### config.mk
export PLATFORM = sky130hd
export DESIGN_NAME = beep_seq
export DESIGN_NICKNAME = d
export VERILOG_FILES = /design/src/rtl/beep_pkg.sv /design/src/rtl/beep_seq_tone_gen.sv /design/src/rtl/beep_seq.sv
export SDC_FILE = /design/constraint.sdc
export NUM_CORES = 1
export LEC_CHECK = 0
export BUFFER_PORTS_ARGS = -buffer_cell sky130_fd_sc_hd__buf_4
export CELL_PAD_IN_SITES_DETAIL_PLACEMENT = 1
export CELL_PAD_IN_SITES_GLOBAL_PLACEMENT = 2
export CORE_MARGIN = 4
export CORE_UTILIZATION = 41
export CTS_BUF_LIST = sky130_fd_sc_hd__clkbuf_8
export CTS_CLUSTER_SIZE = 12
export DETAILED_ROUTE_END_ITERATION = 10
export GPL_ROUTABILITY_DRIVEN = 0
export PLACE_DENSITY = 0.82
export REMOVE_ABC_BUFFERS = 1
export SLEW_MARGIN = 10
export SYNTH_ARGS = -nofsm -noshare
export SYNTH_HDL_FRONTEND = slang
export SYNTH_SLANG_ARGS = --single-unit
### constraint.sdc
create_clock -name clk -period 4.9 [get_ports clk]
set_input_delay 0.98 -clock clk [delete_from_list [all_inputs] [get_ports clk]]
set_output_delay 0.98 -clock clk [all_outputs]
set_load 0.02 [all_outputs]
### src/rtl/beep_pkg.sv
// Shared types for the buzzer sequencer: notes, FSM states and the melody ROM.
package beep_pkg;

    typedef enum logic [2:0] {REST, LOW, C5, E5, G5, C6} note_e;

    typedef enum logic [2:0] {IDLE, LOAD, PLAY, GAP, DONE} state_e;

    localparam int FREQ_LOW = 262;
    localparam int FREQ_C5  = 523;
    localparam int FREQ_E5  = 659;
    localparam int FREQ_G5  = 784;
    localparam int FREQ_C6  = 1047;

    typedef struct packed {
        note_e      note;
        logic [2:0] units;
    } entry_t;

    typedef struct packed {
        entry_t entry;
        logic   last;
    } rom_t;

    // units == 0 marks an empty melody (mode 3)
    function automatic rom_t rom_lookup(input logic [1:0] mode, input logic [1:0] idx);
        rom_t r;
        r.entry.note  = REST;
        r.entry.units = 3'd0;
        r.last        = 1'b1;
        case (mode)
            2'd0: begin
                r.last = (idx == 2'd3);
                case (idx)
                    2'd0:    r.entry = '{C5, 3'd2};
                    2'd1:    r.entry = '{E5, 3'd2};
                    2'd2:    r.entry = '{G5, 3'd2};
                    default: r.entry = '{C6, 3'd4};
                endcase
            end
            2'd1: begin
                r.last = (idx >= 2'd2);
                case (idx)
                    2'd1:    r.entry = '{REST, 3'd1};
                    default: r.entry = '{LOW, 3'd4};
                endcase
            end
            2'd2: r.entry = '{C6, 3'd1};
            default: ;
        endcase
        return r;
    endfunction

endpackage

### src/rtl/beep_seq_tone_gen.sv
// Square-wave generator: toggles every i_half cycles, phase cleared on restart or disable.
module tone_gen #(
    parameter int HW = 11
) (
    input  logic          clk,
    input  logic          rst,
    input  logic [HW-1:0] i_half,
    input  logic          i_en,
    input  logic          i_restart,
    output logic          o_wave
);

    logic [HW-1:0] r_phase;
    logic          r_wave;

    always_ff @(posedge clk or negedge rst) begin
        if (!rst) begin
            r_phase <= '0;
            r_wave  <= 1'b0;
        end else if (!i_en || i_restart) begin
            r_phase <= '0;
            r_wave  <= 1'b0;
        end else if (r_phase == i_half - 1'b1) begin
            r_phase <= '0;
            r_wave  <= ~r_wave;
        end else begin
            r_phase <= r_phase + 1'b1;
        end
    end

    assign o_wave = r_wave;

endmodule

### src/rtl/beep_seq.sv
// Buzzer melody sequencer: st rising edge plays the melody chosen by mode, over pulses at the end.
// Optional BEEP_MUTE_EN adds a mute input that silences beep without changing timing.
module beep_seq
    import beep_pkg::*;
#(
    parameter int CLK_HZ  = 1000000,
    parameter int UNIT_MS = 100,
    parameter int GAP_MS  = 20
) (
    input  logic       clk,
    input  logic       rst,
`ifdef BEEP_MUTE_EN
    input  logic       mute,
`endif
    input  logic       st,
    input  logic [1:0] mode,
    output logic       beep,
    output logic       busy,
    output logic       over
);

    localparam int UNIT_CYC = CLK_HZ / 1000 * UNIT_MS;
    localparam int GAP_CYC  = CLK_HZ / 1000 * GAP_MS;
    localparam int MAX_PLAY = 7 * UNIT_CYC;
    localparam int CNT_MAX  = (MAX_PLAY > GAP_CYC) ? MAX_PLAY : GAP_CYC;
    localparam int CNT_W    = $clog2(CNT_MAX + 1);

    localparam int HALF_LOW = CLK_HZ / (2 * FREQ_LOW);
    localparam int HALF_C5  = CLK_HZ / (2 * FREQ_C5);
    localparam int HALF_E5  = CLK_HZ / (2 * FREQ_E5);
    localparam int HALF_G5  = CLK_HZ / (2 * FREQ_G5);
    localparam int HALF_C6  = CLK_HZ / (2 * FREQ_C6);
    localparam int HW       = $clog2(HALF_LOW + 1);

    state_e           r_state;
    state_e           w_next;
    logic [1:0]       r_mode;
    logic [1:0]       r_idx;
    logic             r_st_d;
    logic [CNT_W-1:0] r_cnt;
    rom_t             w_rom;
    logic [CNT_W-1:0] w_play_len;
    logic [HW-1:0]    w_half;
    logic             w_wave;
    logic             w_start;

    assign w_rom      = rom_lookup(r_mode, r_idx);
    assign w_play_len = CNT_W'(UNIT_CYC) * CNT_W'(w_rom.entry.units);
    assign w_start    = st && !r_st_d;

    always_ff @(posedge clk or negedge rst) begin
        if (!rst) r_state <= IDLE;
        else      r_state <= w_next;
    end

    always_comb begin
        w_next = r_state;
        busy   = 1'b1;
        over   = 1'b0;
        case (r_state)
            IDLE: begin
                busy = 1'b0;
                if (w_start) w_next = LOAD;
            end
            LOAD: w_next = (w_rom.entry.units == 3'd0) ? DONE : PLAY;
            PLAY: if (r_cnt == w_play_len - 1'b1) w_next = w_rom.last ? DONE : GAP;
            GAP:  if (r_cnt == CNT_W'(GAP_CYC - 1)) w_next = PLAY;
            DONE: begin
                over   = 1'b1;
                w_next = IDLE;
            end
            default: w_next = IDLE;
        endcase
    end

    // One shared counter times both PLAY and GAP; it is cleared on every state change.
    always_ff @(posedge clk or negedge rst) begin
        if (!rst) begin
            r_st_d <= 1'b0;
            r_mode <= 2'd0;
            r_idx  <= 2'd0;
            r_cnt  <= '0;
        end else begin
            r_st_d <= st;
            case (r_state)
                IDLE: begin
                    r_cnt <= '0;
                    if (w_start) begin
                        r_mode <= mode;
                        r_idx  <= 2'd0;
                    end
                end
                LOAD: begin
                    r_idx <= 2'd0;
                    r_cnt <= '0;
                end
                PLAY: r_cnt <= (w_next != PLAY) ? '0 : r_cnt + 1'b1;
                GAP: begin
                    if (w_next != GAP) begin
                        r_cnt <= '0;
                        r_idx <= r_idx + 1'b1;
                    end else begin
                        r_cnt <= r_cnt + 1'b1;
                    end
                end
                default: r_cnt <= '0;
            endcase
        end
    end

    always_comb begin
        w_half = '0;
        case (w_rom.entry.note)
            LOW:     w_half = HW'(HALF_LOW);
            C5:      w_half = HW'(HALF_C5);
            E5:      w_half = HW'(HALF_E5);
            G5:      w_half = HW'(HALF_G5);
            C6:      w_half = HW'(HALF_C6);
            default: w_half = '0;
        endcase
    end

    tone_gen #(.HW(HW)) u_tone (
        .clk       (clk),
        .rst       (rst),
        .i_half    (w_half),
        .i_en      ((w_next == PLAY) && (w_rom.entry.note != REST)),
        .i_restart (r_state != PLAY),
        .o_wave    (w_wave)
    );

`ifdef BEEP_MUTE_EN
    assign beep = w_wave & ~mute;
`else
    assign beep = w_wave;
`endif

endmodule
==> results.toml <==
[run_status]
outcome = "finished clean"

[synth]
synth_edf_count = 0
yosysSeqAreaShare_pct = 34.1
synth_cell_type_count = 56
synthesis.area_sq_um = 2930
async_reset_ff_share_pct = 100
syn_inst = 330
syn_avg_cell_area_sq_um = 8.89
synth_seq_cells = 40
ys.flop_type = "dfrtp_1"
ys_warn_count = 0

[grt]
track_usage_pct = 17.8
grt_pass1_vias = 2421
grt_pass1_wl_um = 12400
grt_max_degree = 41
antenna_found_initial = 0
grt_overflow_total = 0

[layout]
final_common_cell = "dfrtp_1"
nets = 349
diodes = 0
area_delta_synth_final_pct = 6.87
layout-drive-gt1-share_pct = 9.12
final_util_pct = 45.6
layout_common_cells = "40 x dfrtp_1, 35 x nand2_1, 28 x xnor2_1, 25 x a21oi_1, 17 x xor2_1"

[floorplanning]
pin_count = 8
die_area_sq_um = 8570
fp.coreArea_sq_um = 6870
fp.dieH_um = 92.6
die_x_um = 92.6
initial_utilization_pct = 42.7
rows = 30

[worst_setup_path]
path_class = "reg -> reg"
cp.arrival_ps = 4060
endpoint_kind = "flop"
cp_slowest_cell = "or4_1"
path_cells = "inv_1, ha_1, or4b_1, a21oi_1, o211ai_1, ha_1, ha_1, xnor2_1, a2111oi_0, nand3_1, or4_1, a211oi_1"
critPathLaunchType = "flop"
cpPeakStageDelay_ps = 530
cp_common_cell = "ha_1"
worst_ep_required_time_ps = 5090
critical_path.max_fanout = 13

[routing]
wl_per_cell_um = 16.7
drtPass1Iterations = 4
ant_nets = 0
vias = 2412
drcViolationCount = 0
drt-vias-per-instance = 5.68
wl_um = 7100
drt_iter0_drc = 120

[sta]
worst-slew-pin-transition_ps = 623
final.setup.tns_ps = 0
clock-skew-final_ps = 7.47
period_minus_slack_ps = 3870
finalCritPeriodShare_pct = 79.1
rsz0062_at_grt = "false"
slew_viol_final = 0
max_freq_mhz = 258
slew-limit-headroom_pct = 58.5
hold_viol = 0
whs_ps = 544
setup_violations = 0

[clock_tree]
cts_hold_buf = 0
numClockSinks = 40
ctsLongestPathBuffers = 2
path_clk_slew_ps = 70
cts_tree = "built"
cts_inserted_buffers = 5
clock-root-buffer = "clkbuf_8"
cts_resized = 0
clock_latency_ps = 280
h-tree-depth = 2
postCtsSetupRepairBufs = 0

[worst_hold_path]
hp-class = "reg -> reg"

[power]
vdd_drop_max_v = 0.000135
power.density_cell_area_nw_per_um2 = 181
power_leakage_nw = 1.30

[flow_run]
drv_cap = 0

[placement]
io_buffers = 7
hpwl_um = 5200
## where the power goes
group          internal (mW)  switching (mW)  leakage (nW)
clock                  0.112           0.112        0.0510
combinational        0.00345         0.00866         0.730
sequential             0.330        0.000123         0.521
total                  0.446           0.120          1.30
## registers in the layout (all words and copies together) (netlist names)
signal          flops
u_tone.r_phase     11
r_st_d              1
r_state             3
u_tone.o_wave       1
r_idx               2
r_mode              2
r_cnt              20
## final timing paths
kind | start | to | slack [ps] | cells past startpoint
setup / recovery | r_idx[1] | u_tone.o_wave | 1030 | 12
hold / removal | r_cnt[0] | r_cnt[0] | 540 | 1
setup reg to reg | r_idx[1] | u_tone.o_wave | 1030 | 12
hold reg to reg | r_cnt[0] | r_cnt[0] | 540 | 1
max in group asynchronous | rst | u_tone.r_phase[2] | 3860 | 1
min in group asynchronous | rst | r_cnt[11] | 670 | 1
## area by class of cell
| type | count | area, sq um |
|---|---|---|
| multi-input cells | 260 | 1800 |
| fillers | 824 | 3730 |
| clock buffers | 6 | 82.6 |
| repair buffers | 11 | 82.6 |
| clock inverters | 2 | 10.0 |
| inverters | 10 | 37.5 |
| flip-flops and latches | 40 | 1000 |
| well taps | 96 | 120 |
## critical path: cells and delay by family, from the launching register on
family,cells,cell delay [ps]
AND/OR/NAND/NOR,3,1180
AO/OA/AOI/OAI,4,950
XOR/XNOR,1,130
flip-flops,1,430
adder cells (fa/ha/maj),3,990
buffers and inverters,1,110
## layer usage
metal	wire [um]	GRT usage, %
met1	3970	28.1
met2	2960	25.7
met3	129	2.52
met4	40	3.34
met5	0	0
## kinds of logic (layout without fill, tap and decap cells)
| logic type | after synthesis | in the layout | synth area share (%) |
|---|---|---|---|
| AOI/OAI and AO/OA | 61 | 61 | 13.6 |
| xor gates and xnor gates | 46 | 46 | 14.2 |
| adders and majority gates | 16 | 16 | 6.83 |
| buffers and inverters | 30 | 29 | 4.48 |
| DFF | 40 | 40 | 34.1 |
| muxes | 5 | 5 | 1.79 |
| other | 1 | 1 | 0.128 |
| and+or+nand+nor | 131 | 131 | 24.9 |
## cell usage after synthesis (all sizes together) (5+ instances only)
master / n / share of area [%]
nor3b: 6 / 1.5
dfrtp: 40 / 34
xnor2: 28 / 8.4
clkbuf: 14 / 1.8
xor2: 17 / 5.1
a21oi: 26 / 4.8
nor2: 14 / 1.8
or3: 6 / 1.3
buf: 6 / 1.4
nand4: 7 / 1.5
inv: 10 / 1.3
nor4: 13 / 2.8
o21ai: 11 / 1.9
nand2: 35 / 4.5
nor3: 5 / 0.85
and3: 5 / 1.1
nand3: 12 / 2.0
ha: 16 / 6.8
## per-stage QoR
step / total power [mW] / instance area [sq um] / setup WS [ps] / instances
after floorplan: 0.340 / 2840 / 1080 / 310
after global placement: 0.349 / 3040 / 1090 / 417
after detailed placement: 0.349 / 3040 / 1030 / 417
after CTS: 0.579 / 3130 / 1020 / 425
after global routing: 0.599 / 3130 / 636 / 425
final: 0.566 / 3130 / 1030 / 425
No activity file was read; power rests on OpenSTA's default activity.
